==> src/rtl/ir_zone_alarm_controller.sv <==
// Multi-zone IR beam-break alarm controller: per-zone sync + debounce, masked trip, five-state arming FSM.
// Optional instant-alarm zones are enabled by defining IR_INSTANT_ZONE_EN.
module ir_zone_alarm_controller #(
   parameter int NUM_ZONES       = 4,
   parameter int DEBOUNCE_CYCLES = 16,
   parameter int EXIT_DELAY      = 1000,
   parameter int ENTRY_DELAY     = 1000
) (
   input  logic                 clk,
   input  logic                 reset,
   input  logic [NUM_ZONES-1:0] irSensor,
   input  logic [NUM_ZONES-1:0] zoneEnable,
   input  logic                 armReq,
   input  logic                 disarmReq,
`ifdef IR_INSTANT_ZONE_EN
   input  logic [NUM_ZONES-1:0] instantZone,
`endif
   output logic                 alarmActive,
   output logic                 systemArmed,
   output logic                 exitPending,
   output logic                 entryPending,
   output logic [2:0]           fsmState,
   output logic [NUM_ZONES-1:0] trippedZones,
   output logic [NUM_ZONES-1:0] zoneLevel
);

   localparam int DB_W   = $clog2(DEBOUNCE_CYCLES + 1);
   localparam int MAX_DL = (EXIT_DELAY > ENTRY_DELAY) ? EXIT_DELAY : ENTRY_DELAY;
   localparam int DL_W   = $clog2(MAX_DL + 1);

   typedef enum logic [2:0] {
      S_DISARMED = 3'd0,
      S_EXIT     = 3'd1,
      S_ARMED    = 3'd2,
      S_ENTRY    = 3'd3,
      S_ALARM    = 3'd4
   } state_t;

   state_t                 state;
   logic [DL_W-1:0]        delay_cnt;
   logic [NUM_ZONES-1:0]   sync1;
   logic [NUM_ZONES-1:0]   sync2;
   logic [DB_W-1:0]        deb_cnt [NUM_ZONES];
   logic [NUM_ZONES-1:0]   hits;
   logic                   trip;
   logic                   instant_hit;

   assign hits     = zoneLevel & zoneEnable;
   assign trip     = |hits;
   assign fsmState = state;

`ifdef IR_INSTANT_ZONE_EN
   assign instant_hit = |(hits & instantZone);
`else
   assign instant_hit = 1'b0;
`endif

   // Status flags {alarmActive, systemArmed, exitPending, entryPending} for a given state.
   function automatic logic [3:0] status_of(input state_t s);
      case (s)
         S_EXIT:  status_of = 4'b0010;
         S_ARMED: status_of = 4'b0100;
         S_ENTRY: status_of = 4'b0101;
         S_ALARM: status_of = 4'b1100;
         default: status_of = 4'b0000;
      endcase
   endfunction

   always_ff @(posedge clk) begin
      if (reset) begin
         sync1     <= '0;
         sync2     <= '0;
         zoneLevel <= '0;
         for (int i = 0; i < NUM_ZONES; i++) deb_cnt[i] <= '0;
      end else begin
         sync1 <= irSensor;
         sync2 <= sync1;
         for (int i = 0; i < NUM_ZONES; i++) begin
            if (sync2[i] == zoneLevel[i]) begin
               deb_cnt[i] <= '0;
            end else if (deb_cnt[i] + 1'b1 == DB_W'(DEBOUNCE_CYCLES)) begin
               deb_cnt[i]   <= '0;
               zoneLevel[i] <= ~zoneLevel[i];
            end else begin
               deb_cnt[i] <= deb_cnt[i] + 1'b1;
            end
         end
      end
   end

   always_ff @(posedge clk) begin
      if (reset) begin
         state        <= S_DISARMED;
         delay_cnt    <= '0;
         trippedZones <= '0;
         {alarmActive, systemArmed, exitPending, entryPending} <= 4'b0000;
      end else if (disarmReq) begin
         state        <= S_DISARMED;
         delay_cnt    <= '0;
         trippedZones <= '0;
         {alarmActive, systemArmed, exitPending, entryPending} <= status_of(S_DISARMED);
      end else begin
         if (state == S_ARMED || state == S_ENTRY || state == S_ALARM)
            trippedZones <= trippedZones | hits;
         case (state)
            S_DISARMED: begin
               if (armReq) begin
                  state     <= S_EXIT;
                  delay_cnt <= DL_W'(EXIT_DELAY);
                  {alarmActive, systemArmed, exitPending, entryPending} <= status_of(S_EXIT);
               end
            end
            S_EXIT: begin
               // Counter never sits at zero here; <= 1 only guards against a stall.
               if (delay_cnt <= DL_W'(1)) begin
                  state     <= S_ARMED;
                  delay_cnt <= '0;
                  {alarmActive, systemArmed, exitPending, entryPending} <= status_of(S_ARMED);
               end else begin
                  delay_cnt <= delay_cnt - 1'b1;
               end
            end
            S_ARMED: begin
               if (instant_hit) begin
                  state <= S_ALARM;
                  {alarmActive, systemArmed, exitPending, entryPending} <= status_of(S_ALARM);
               end else if (trip) begin
                  state     <= S_ENTRY;
                  delay_cnt <= DL_W'(ENTRY_DELAY);
                  {alarmActive, systemArmed, exitPending, entryPending} <= status_of(S_ENTRY);
               end
            end
            S_ENTRY: begin
               if (instant_hit || delay_cnt <= DL_W'(1)) begin
                  state     <= S_ALARM;
                  delay_cnt <= '0;
                  {alarmActive, systemArmed, exitPending, entryPending} <= status_of(S_ALARM);
               end else begin
                  delay_cnt <= delay_cnt - 1'b1;
               end
            end
            S_ALARM: begin
               state <= S_ALARM;
            end
            default: begin
               state     <= S_DISARMED;
               delay_cnt <= '0;
               {alarmActive, systemArmed, exitPending, entryPending} <= status_of(S_DISARMED);
            end
         endcase
      end
   end

endmodule

==> config.mk <==
export PLATFORM = sky130hd
export DESIGN_NAME = ir_zone_alarm_controller
export DESIGN_NICKNAME = d
export VERILOG_FILES = /design/src/rtl/ir_zone_alarm_controller.sv
export SDC_FILE = /design/constraint.sdc
export NUM_CORES = 1
export LEC_CHECK = 0
export ABC_AREA = 1
export CORE_ASPECT_RATIO = 1.4
export CORE_MARGIN = 3
export CORE_UTILIZATION = 30
export CTS_CLUSTER_DIAMETER = 40
export DETAILED_ROUTE_END_ITERATION = 16
export SLEW_MARGIN = 20
export SYNTH_ARGS = -nofsm -noshare
export SYNTH_HDL_FRONTEND = slang
export SYNTH_SLANG_ARGS = --single-unit
==> constraint.sdc <==
create_clock -name clk -period 2.95 [get_ports clk]
set_clock_uncertainty 0.15 [all_clocks]
set_input_delay 0.59 -clock clk [delete_from_list [all_inputs] [get_ports clk]]
set_output_delay 0.59 -clock clk [all_outputs]
set_load 0.02 [all_outputs]
==> results.py <==
metrics = {
    "status": {
        "status": "completed",
    },
    "critical_path": {
        "endpoint": "fsmState[2]",
        "cp_top_family": "buffers and inverters",
        "timing.rr.start": "deb_cnt[2][0]",
        "cp_cell_sequence": "clkdlybuf4s50_1",
        "cp.arrival_ns": 1.45,
        "critPathKind": "reg -> out",
        "rr_endpoint": "deb_cnt[2][1]",
        "setup.worst_path.start_class": "flip-flop",
        "slowest_stage": "clkdlybuf4s50_1",
        "critPathLaunch": "fsmState[2]",
        "rr_worst_depth": 6,
        "cp.buffers_inverters": 1,
        "slowest_delay_ns": 0.67,
        "path_max_fanout": 6,
        "crit_required_ns": 2.21,
        "cp-end-kind": "output port",
        "path_depth": 1,
        "rrSetupSlack_ns": 1.18,
    },
    "global_routing": {
        "grt_pass1_wl_mm": 8.85,
        "grt-ovfl-total": 0,
        "grt_util_met2": 0.190,
        "grt_pass1_vias": 2031,
        "grtUsageMet1": 0.127,
        "grt_use_total": 0.110,
        "grt_max_degree": 17,
        "grt.busiest_layer": "met2",
        "grt.met3_usage": 0.0295,
        "antenna_found_initial": 0,
    },
    "clock_network": {
        "cts-hold-fix-buffers": 0,
        "htreeDepth": 2,
        "cts.repair.resized": 0,
        "cts_setup_buffers": 0,
        "cts_buffer_depth": 2,
        "cts_tree": "done",
        "cts-root-buf": "clkbuf_16",
        "cts_sinks": 53,
        "cts.clk_slew.worst_paths_ns": 0.07,
        "clkLatencyLatePin_ns": 0.29,
        "numCtsBuffers": 5,
    },
    "die": {
        "core_area_um2": 8610,
        "die_w_um": 85.5,
        "die-area_um2": 10000,
        "rows": 40,
        "start_util": 0.309,
        "die_h_um": 117,
        "ios": 27,
    },
    "route": {
        "drt_iter0_drc": 97,
        "wire_per_inst_um": 10.2,
        "drtPass1Iterations": 4,
        "drc": 0,
        "post_drt_via_cell_ratio": 4.24,
        "num_vias": 2075,
        "wl_mm": 5.00,
        "ant_nets": 0,
    },
    "synth": {
        "netlist_instances": 334,
        "syn-cell-area_um2": 2660,
        "synth_area_per_cell_um2": 7.96,
        "ys_types": 26,
        "synth.ff_latch_count": 53,
        "yosysSeqAreaShare": 0.475,
        "yosys_warnings": 0,
    },
    "sta": {
        "rsz0062_at_grt": "no",
        "setup_slack_ns": 0.763,
        "achievable-frequency_ghz": 0.457,
        "finalCritPeriodShare": 0.741,
        "finalSetupViolCount": 0,
        "timing.final.crit_period_ns": 2.19,
        "slew_viol_final": 0,
        "hold_viol": 0,
        "whs_ns": 0.251,
        "final.setup.tns_ns": 0,
    },
    "cells_and_area": {
        "area_delta_synth_final_pct": 23.7,
        "post-route-util": 0.382,
        "layout_commonest_cell": "nand2_1",
        "fin_nets": 405,
        "antenna_cells": 0,
        "drive_above_1_share": 0.0677,
        "final_cell_mix": "70 x nand2_1, 53 x inv_1, 52 x nor2_1, 34 x nand3_1, 33 x dfxtp_1",
        "fill_cells": 915,
    },
    "power_and_ir_drop": {
        "p_int_w": 0.00135,
        "powerDensity_nw_per_um2": 533,
        "swShare": 0.229,
        "power_frac_seq": 0.463,
        "comb_power_share": 0.114,
        "p_switching_w": 0.000402,
        "clkPwrFrac": 0.423,
        "ir_worst_vdd_uv": 233,
        "finalPower_w": 0.00175,
        "p_leak_nw": 1.54,
    },
    "place": {
        "dp_hpwl_mm": 3.86,
        "dp_slack_ns": 0.651,
        "io_buffers": 26,
        "place_congestion": 0.797,
    },
    "worst_hold_path": {
        "hp-class": "reg -> reg",
    },
    "run": {
        "maxCapViolCount": 0,
    },
}
==> kinds of logic (layout without fill, tap and decap cells) <==
family	Yosys count	in the layout	share of synthesized area
DFF	53	53	0.475
AOI/OAI and AO/OA	18	18	0.0367
adders and majority gates	10	10	0.0471
xor gates and xnor gates	17	17	0.0560
other	1	20	0.00141
buffers and inverters	60	91	0.0909
and+or+nand+nor	175	175	0.293
==> registers in the layout, summed over array words and instances, names as in the netlist <==
name          flops
systemArmed       1
sync1             4
sync2             4
trippedZones      4
deb_cnt          20
delay_cnt        10
zoneLevel         4
entryPending      1
fsmState          3
exitPending       1
alarmActive       1
==> layout make-up <==
type | count | area (um2) | area share
tap | 105 | 131 | 0.0400
sequential | 53 | 1260 | 0.384
multi-input combinational | 240 | 1230 | 0.373
clock inverter | 3 | 65.1 | 0.0198
inverter | 56 | 210 | 0.0640
clock buffer | 5 | 125 | 0.0381
timing repair buffer | 27 | 268 | 0.0815
==> power by group through the flow <==
stage	Clock [W]	Sequential [W]	Combinational, W
detailed placement	0	0.000827	0.000202
CTS	0.000765	0.000810	0.000203
floorplan	0	0.000826	0.000148
finish	0.000740	0.000810	0.000200
global route	0.000792	0.000815	0.000231
global placement	0	0.000826	0.000199
==> Yosys cell counts <==
| master | number | area (um2) |
|---|---|---|
| dfxtp_1 | 33 | 661 |
| a21oi_1 | 8 | 40.0 |
| nor2_4 | 3 | 33.8 |
| inv_2 | 3 | 11.3 |
| nand4_1 | 4 | 25.0 |
| nand3_1 | 34 | 170 |
| nor2_2 | 4 | 25.0 |
| nor2_8 | 1 | 20.0 |
| conb_1 | 1 | 3.75 |
| clkbuf_1 | 1 | 3.75 |
| a31oi_1 | 4 | 25.0 |
| xor2_1 | 13 | 114 |
| ha_1 | 10 | 125 |
| o21a_1 | 1 | 7.51 |
| nand2_2 | 4 | 25.0 |
| buf_2 | 1 | 5.00 |
| inv_1 | 53 | 199 |
| buf_6 | 2 | 22.5 |
| or2_2 | 1 | 6.26 |
| nand2_1 | 70 | 263 |
| xnor2_1 | 4 | 35.0 |
| edfxtp_1 | 20 | 601 |
| nor4_1 | 1 | 6.26 |
| o21ai_0 | 5 | 25.0 |
| nor2_1 | 52 | 195 |
| nand3_2 | 1 | 10.0 |
==> through the flow <==
step / cells / area [um2]
floorplan: 353 / 2730
global placement: 481 / 3100
detailed placement: 481 / 3100
CTS: 489 / 3290
global route: 489 / 3290
finish: 489 / 3290
==> metal layers <==
metal,part of all wire,wire length (um)
met5,0,0
met4,0.018,90
met3,0.038,191
met2,0.51,2540
met1,0.44,2180
==> worst min path at each step <==
stage	start	to	slack, ns	cells after the start
finish	sync1[1]	sync2[1]	0.25	2
CTS	sync1[1]	sync2[1]	0.25	2
global placement	sync1[1]	sync2[1]	0.24	2
global route	sync1[1]	sync2[1]	0.27	2
floorplan	sync1[0]	sync2[0]	0.24	2
detailed placement	sync1[1]	sync2[1]	0.24	2
Note: power is estimated with default switching activity, not from simulation.
